**src/rtl/inst_fetcher_if.sv**
```systemverilog
// inst_fetcher_if: valid/ready request and response channels between the fetcher and the instruction memory controller.
interface inst_fetcher_if #(
   parameter int MEM_ADDR_WIDTH = 8,
   parameter int MEM_DATA_WIDTH = 16
);
   logic                      fetch_req_rdy;
   logic                      fetch_req_val;
   logic [MEM_ADDR_WIDTH-1:0] fetch_req_addr;
   logic                      fetch_resp_rdy;
   logic                      fetch_resp_val;
   logic [MEM_DATA_WIDTH-1:0] fetch_resp_inst;
   modport master (
      output fetch_req_val, fetch_req_addr, fetch_resp_rdy,
      input  fetch_req_rdy, fetch_resp_val, fetch_resp_inst
   );
   modport slave (
      input  fetch_req_val, fetch_req_addr, fetch_resp_rdy,
      output fetch_req_rdy, fetch_resp_val, fetch_resp_inst
   );
endinterface

```
**src/rtl/inst_fetcher.sv**
```systemverilog
// inst_fetcher: latches pc on fetch_en, requests the word, holds it for the decoder, retries on response timeout.
module inst_fetcher #(
   parameter int MEM_ADDR_WIDTH = 8,
   parameter int MEM_DATA_WIDTH = 16,
   parameter int TIMEOUT_CYCLES = 64
) (
   input  logic                      clk,
   input  logic                      reset,
   input  logic                      fetch_en,
   input  logic [MEM_ADDR_WIDTH-1:0] pc,
   output logic [MEM_DATA_WIDTH-1:0] inst_out,
   output logic                      inst_valid,
   input  logic                      inst_ack,
   inst_fetcher_if.master            bus,
   output logic [1:0]                fetch_state,
   output logic                      timeout_err
);
   typedef enum logic [1:0] {IDLE = 2'd0, REQUEST = 2'd1, WAIT = 2'd2, DONE = 2'd3} state_t;
   state_t     state;
   logic [7:0] cnt;
   assign fetch_state = state;
   always_ff @(posedge clk or posedge reset) begin
      if (reset) begin
         state              <= IDLE;
         cnt                <= '0;
         inst_out           <= '0;
         inst_valid         <= 1'b0;
         bus.fetch_req_val  <= 1'b0;
         bus.fetch_req_addr <= '0;
         bus.fetch_resp_rdy <= 1'b0;
         timeout_err        <= 1'b0;
      end else begin
         case (state)
            IDLE: if (fetch_en) begin
               bus.fetch_req_addr <= pc;
               bus.fetch_req_val  <= 1'b1;
               state              <= REQUEST;
            end
            REQUEST: if (bus.fetch_req_val && bus.fetch_req_rdy) begin
               bus.fetch_req_val  <= 1'b0;
               bus.fetch_resp_rdy <= 1'b1;
               cnt                <= '0;
               state              <= WAIT;
            end
            // a response in the timeout cycle still completes the fetch
            WAIT: if (bus.fetch_resp_val) begin
               inst_out           <= bus.fetch_resp_inst;
               inst_valid         <= 1'b1;
               bus.fetch_resp_rdy <= 1'b0;
               state              <= DONE;
            end else if (cnt == 8'(TIMEOUT_CYCLES - 1)) begin
               timeout_err        <= 1'b1;
               bus.fetch_resp_rdy <= 1'b0;
               bus.fetch_req_val  <= 1'b1;
               cnt                <= '0;
               state              <= REQUEST;
            end else begin
               cnt <= cnt + 8'd1;
            end
            DONE: if (inst_ack) begin
               inst_valid <= 1'b0;
               state      <= IDLE;
            end
         endcase
      end
   end
endmodule

```
**src/flat_wrapper.sv**
```systemverilog
// flat-port wrapper written by rule: the top's interface ports become plain ports
module inst_fetcher_flat 
#(
   parameter int MEM_ADDR_WIDTH = 8,
   parameter int MEM_DATA_WIDTH = 16,
   parameter int TIMEOUT_CYCLES = 64
)
  (clk, reset, fetch_en, pc, inst_out, inst_valid, inst_ack, fetch_state, timeout_err, bus_fetch_req_val, bus_fetch_req_addr, bus_fetch_resp_rdy, bus_fetch_req_rdy, bus_fetch_resp_val, bus_fetch_resp_inst);
  inst_fetcher_if #(.MEM_ADDR_WIDTH(MEM_ADDR_WIDTH), .MEM_DATA_WIDTH(MEM_DATA_WIDTH)) bus_i ();
  input  logic clk;
  input  logic reset;
  input  logic fetch_en;
  input  logic [MEM_ADDR_WIDTH-1:0] pc;
  output logic [MEM_DATA_WIDTH-1:0] inst_out;
  output logic inst_valid;
  input  logic inst_ack;
  output logic [1:0] fetch_state;
  output logic timeout_err;
  output wire logic [$bits(bus_i.fetch_req_val)-1:0] bus_fetch_req_val;
  output wire logic [$bits(bus_i.fetch_req_addr)-1:0] bus_fetch_req_addr;
  output wire logic [$bits(bus_i.fetch_resp_rdy)-1:0] bus_fetch_resp_rdy;
  input wire logic [$bits(bus_i.fetch_req_rdy)-1:0] bus_fetch_req_rdy;
  input wire logic [$bits(bus_i.fetch_resp_val)-1:0] bus_fetch_resp_val;
  input wire logic [$bits(bus_i.fetch_resp_inst)-1:0] bus_fetch_resp_inst;
  assign bus_fetch_req_val = bus_i.fetch_req_val;
  assign bus_fetch_req_addr = bus_i.fetch_req_addr;
  assign bus_fetch_resp_rdy = bus_i.fetch_resp_rdy;
  assign bus_i.fetch_req_rdy = bus_fetch_req_rdy;
  assign bus_i.fetch_resp_val = bus_fetch_resp_val;
  assign bus_i.fetch_resp_inst = bus_fetch_resp_inst;
  inst_fetcher #(.MEM_ADDR_WIDTH(MEM_ADDR_WIDTH), .MEM_DATA_WIDTH(MEM_DATA_WIDTH), .TIMEOUT_CYCLES(TIMEOUT_CYCLES)) u_core (.clk(clk), .reset(reset), .fetch_en(fetch_en), .pc(pc), .inst_out(inst_out), .inst_valid(inst_valid), .inst_ack(inst_ack), .bus(bus_i), .fetch_state(fetch_state), .timeout_err(timeout_err));
endmodule
```
**config.mk**
```make
export PLATFORM = sky130hd
export DESIGN_NAME = inst_fetcher_flat
export DESIGN_NICKNAME = d
export VERILOG_FILES = /design/src/rtl/inst_fetcher_if.sv /design/src/rtl/inst_fetcher.sv /design/src/flat_wrapper.sv
export SDC_FILE = /design/constraint.sdc
export NUM_CORES = 1
export LEC_CHECK = 0
export ABC_AREA = 1
export CORE_AREA = 4 4 76 92
export CTS_CLUSTER_DIAMETER = 100
export CTS_CLUSTER_SIZE = 16
export DETAILED_ROUTE_END_ITERATION = 10
export DIE_AREA = 0 0 80 96
export GPL_TIMING_DRIVEN = 0
export PLACE_DENSITY = 0.64
export SLEW_MARGIN = 20
export SYNTH_ARGS = -nofsm -noshare
export SYNTH_HDL_FRONTEND = slang
export SYNTH_SLANG_ARGS = --single-unit
```
**constraint.sdc**
```tcl
create_clock -name clk -period 1.3 [get_ports clk]
set_input_delay 0.13 -clock clk [delete_from_list [all_inputs] [get_ports clk]]
set_output_delay 0.13 -clock clk [all_outputs]
set_load 0.05 [all_outputs]
```
# [Word-level counts from Yosys, hierarchy flattened]
# Cells that the tools add are included.
[totals] ff_bits=38 in_bits=30 out_inout_bits=30 wordCells=56
[op_classes] addsub=1 n_eq_ne=11 mux=22 bitwise_logic=1 reduce_logical=13
[op_table] operator="$mux W8" count=3
[op_table] operator="$pmux W8 S2" count=1
[op_table] operator="$reduce_and A3 Y1" count=4
[op_table] operator="$mux W2" count=5
[op_table] operator="$mux W1" count=9
[op_table] operator="$add A8 B1 Y8 const B" count=1
[op_table] operator="$eq A8 B6 Y1 const B" count=1
[op_table] operator="$ne A2 B2 Y1 const B" count=4
[op_table] operator="$pmux W2 S4" count=1
[op_table] operator="$reduce_and A5 Y1" count=1
[op_table] operator="$eq A2 B2 Y1 const B" count=2
[op_table] operator="$ne A2 B1 Y1 const B" count=2
[op_table] operator="$pmux W1 S2" count=2
[op_table] operator="$reduce_and A2 Y1" count=2
[op_table] operator="$reduce_and A4 Y1" count=1
[op_table] operator="$reduce_bool A2 Y1" count=2
[op_table] operator="$ne A3 B2 Y1 const B" count=1
[op_table] operator="$pmux W1 S3" count=1
[op_table] operator="$reduce_bool A3 Y1" count=1
[op_table] operator="$eq A2 B1 Y1 const B" count=1
[op_table] operator="$logic_not A2 Y1" count=1
[op_table] operator="$logic_and A1 B1 Y1" count=1
[op_table] operator="$not A1 Y1" count=1

# [Logic depth before layout (Yosys ltp)]
[logic_depth] word_depth=4 mapped_depth=9 ltp_nobuf=8

# [Worst setup path after synthesis]
# OpenSTA, ideal clock, no wires.
[synth_path] kind="register to register" start="register u_core.state[0] (netlist: u_core.fetch_state[0])" end="register u_core.bus.fetch_req_val" setup_time_ps=123 t_arrival_ps=1698 t_required_ps=1177 slack_ps=-520 path_stages_with_launch=10 path_buffers=1 synth_period_minus_slack_ps=1820 cell_sequence="dfrtp_1 inv_1 ha_1 nand2_2 buf_6 nand3_1 nor2_1 nand2_1 nand2_1 o21ai_1"
[synth_via] elab_chain_cells=3 word_cells_on_any_way=10 cone_classes="eq/ne: 6; mux: 1; reduce/logical: 3"
[synth_rtl] element="from (decl)" line_no="inst_fetcher.sv:19" rtl="state_t state;"
[synth_rtl] element="from (signal assigned)" line_no="inst_fetcher.sv:24" rtl="state <= IDLE;"
[synth_rtl] element="from (signal assigned)" line_no="inst_fetcher.sv:37" rtl="state <= REQUEST;"
[synth_rtl] element="from (signal assigned)" line_no="inst_fetcher.sv:43" rtl="state <= WAIT;"
[synth_rtl] element="$eq A2 B2 Y1 (tied with other cells)" line_no="inst_fetcher.sv:33" rtl="case (state)"
[synth_rtl] element="$ne A2 B1 Y1 (no line) (tied with other cells)"
[synth_rtl] element="$reduce_and A5 Y1 (no line)"
[synth_rtl] element="to (signal assigned)" line_no="inst_fetcher.sv:28" rtl="bus.fetch_req_val <= 1'b0;"
[synth_rtl] element="to (signal assigned)" line_no="inst_fetcher.sv:36" rtl="bus.fetch_req_val <= 1'b1;"
[synth_rtl] element="to (signal assigned)" line_no="inst_fetcher.sv:40" rtl="bus.fetch_req_val <= 1'b0;"
[synth_rtl] element="to (decl)" line_no="inst_fetcher_if.sv:13" rtl="output fetch_req_val, fetch_req_addr, fetch_resp_rdy,"
# Several ways; a longest one is shown, not always the timed one.
# A chain may end at the register's enable or synchronous reset.

# [Worst setup path in the final report]
# Ends and elaborated chain as after synthesis.

==> run metrics <==
Critical-path top delay cell dfrtp_4; Reg clk slew, reported paths 80 ps; CP peak stage delay 490 ps; post-route cell area 0.00298 mm^2; Initial Util 29.4%; gpl congestion 0.804; fraction of layout cells with a size suffix above 1 42.7%; Die Height 96 um; Yosys warning count 0; post-route worst setup slack -143 ps; clock skew 4.22 ps; failing checks negative setup slack; Syn Nets 238; Max Used Layer met4; GRT Util Overall 11.6%; Crit Path Max Fanout 7; Area Overhead vs Synth 67.3%; largest net degree at the start of global routing 25; n_diodes 0; Die Width 80 um; Post-Synthesis Cells 202; Max VDD drop 0.00123 V; CTS Sinks 38; number of library cell types mapped by synthesis 26; # IOs 60; worst slew pin tran 483 ps; Site Rows 31; CP bufs+invs 2; crit-path cells inv_6, ha_4, nand2_4, buf_12, nand3_2, nor2_1, nand2_1, nand2_1, o21ai_1; most frequent cells in the layout 59 x nand2_1, 35 x dfrtp_1, 29 x clkdlybuf4s50_1, 25 x nand2_2, 14 x clkdlybuf4s15_2; Hold Fails Final Rpt 0; Routed WL per cell 12.0 um; Final ANT Viol Nets 0; Cell Pwr Density 2570 mW/mm^2; final core occ 49.2%; H-tree depth 2; Required @ worst endpoint 1490 ps; initial DRC count 82; Post-Syn Area 0.00178 mm^2; fin crit share 111%; root buf cell clkbuf_8; met1 WL 1770 um; CTS Buf Count 5; hold buffers post-CTS 0; number of global-route vias before repair 1606; worst hold slack 131 ps; LEAKAGE 1.39 nW; Worst EP arrival 1630 ps; Hold Path Class in -> async; Tmin final 1440 ps; vias per inst 4.36; I/O Buffers 59; Slew Limit Fails 0; TritonRoute pass-1 iters 4; #FFs+latches synth 38; Nets 316; final setup vio count 31; Max Clock Freq 693 MHz; Post-DP HPWL 3010 um; Crit path max-delay family flip-flops; first-pass GRT wire length 7030 um; Placed Instance Area 0.00257 mm^2; initial antenna violation count 0; most common cell after layout, fill and taps aside nand2_1; vias after detailed routing 1583; Total Wirelength 4340 um; WL met3 254 um; Max Root-Sink Buffers 2; critical path startpoint category flip-flop; unrepaired setup endpoints after global routing true; Clock Latency Late Sink 290 ps; sequential fraction of the synthesis area 53.4%; core area 0.00605 mm^2; Worst Setup Path Type reg -> reg; CTS tree built; most frequent CP cell nand2_1; Max Cap Viol 0; GR Overflow Total 0; DRC violations left 0; Die Footprint 0.00768 mm^2; Syn Area/Cell 8.81 um^2; Total Power 0.00767 W; routed length on met2 2260 um; status finished with violations; Crit. End Element flip-flop; normalized max-slew margin 67.9%
-- routing by layer --
layer,track usage [%],vias up
met5,0,-
met4,4.23,0
met3,3.56,6
met2,20.3,43
met1,13.3,754
li1,-,780
-- per-stage QoR --
stage	TNS (ps)	instances	setup slack (ps)
floorplan	-3910	202	-191
global placement	-27070	343	-818
detailed placement	-3830	344	-164
CTS	-2850	357	-113
global route	-4750	363	-189
finish	-2710	363	-143
-- power breakdown --
part | switching [W] | total [W] | internal, W
combinational | 0.00285 | 0.00440 | 0.00155
clock | 0.000436 | 0.00125 | 0.000819
sequential | 0.000362 | 0.00201 | 0.00165
total | 0.00364 | 0.00767 | 0.00402
-- synthesized netlist by cell type (all sizes together) --
| cell | instances | area (um^2) |
|---|---|---|
| dfrtp | 38 | 951 |
| ha | 6 | 75.1 |
| o21ai | 6 | 30.0 |
| nor2 | 14 | 65.1 |
| buf | 3 | 27.5 |
| o31ai | 1 | 7.51 |
| clkinv | 1 | 5.00 |
| nor3b | 1 | 7.51 |
| nand3 | 8 | 57.6 |
| nor3 | 1 | 5.00 |
| mux2 | 8 | 90.1 |
| inv | 17 | 63.8 |
| o21bai | 1 | 7.51 |
| nand2 | 92 | 355 |
| and3 | 1 | 6.26 |
| o211ai | 1 | 7.51 |
| a21oi | 3 | 18.8 |
-- flip-flops by register name, summed over array words and instances (netlist names) --
signal	flops
u_core.bus.fetch_req_val	1
u_core.inst_out	16
u_core.bus.fetch_req_addr	8
u_core.timeout_err	1
u_core.fetch_state	2
u_core.inst_valid	1
u_core.bus.fetch_resp_rdy	1
u_core.cnt	8
-- kinds of logic after synthesis --
| logic type | Yosys count | synth area share, % |
|---|---|---|
| multiplexers | 8 | 5.06 |
| adder cells (fa/ha/maj) | 6 | 4.22 |
| AND/OR/NAND/NOR | 117 | 27.9 |
| buffers and inverters | 21 | 5.41 |
| AO/OA/AOI/OAI | 12 | 4.01 |
| flip-flops | 38 | 53.4 |
-- path summary, 6_finish.rpt --
kind                                            from                         to  slack (ps)  cells after the start
min in group clk              bus_fetch_resp_inst[8]         u_core.inst_out[8]         370                      3
max in group asynchronous                      reset              u_core.cnt[0]         720                      3
max                            u_core.fetch_state[0]   u_core.bus.fetch_req_val        -140                      9
max reg2reg                    u_core.fetch_state[0]   u_core.bus.fetch_req_val        -140                      9
min                                            reset          u_core.inst_valid         130                      2
min reg2reg                u_core.bus.fetch_resp_rdy  u_core.bus.fetch_resp_rdy         480                      2
-- repair_timing --
action / CTS / global route
endpoints found under the hold margin: 0 / 0
gates cloned: 1 / 1
setup endpoints to repair: 60 / 53
buffers inserted: 4 / 5
resized for setup: 88 / 67
pin swaps: 3 / 20
-- final cells by class --
| class | instances | area [um^2] |
|---|---|---|
| buffer | 3 | 50.0 |
| multi-input combinational | 143 | 952 |
| tap | 82 | 103 |
| fill | 590 | 3070 |
| clock buffer | 6 | 82.6 |
| sequential | 38 | 957 |
| clock inverter | 2 | 60.1 |
| timing repair buffer | 71 | 684 |
| inverter | 18 | 90.1 |
-- worst reg2reg max path, cell delays in order (launching register included) --
cell,delay (ps)
dfrtp_4,490
inv_6,60
ha_4,190
nand2_4,90
buf_12,150
nand3_2,70
nor2_1,110
nand2_1,70
nand2_1,50
o21ai_1,50
No activity file was read; power rests on OpenSTA's default activity.
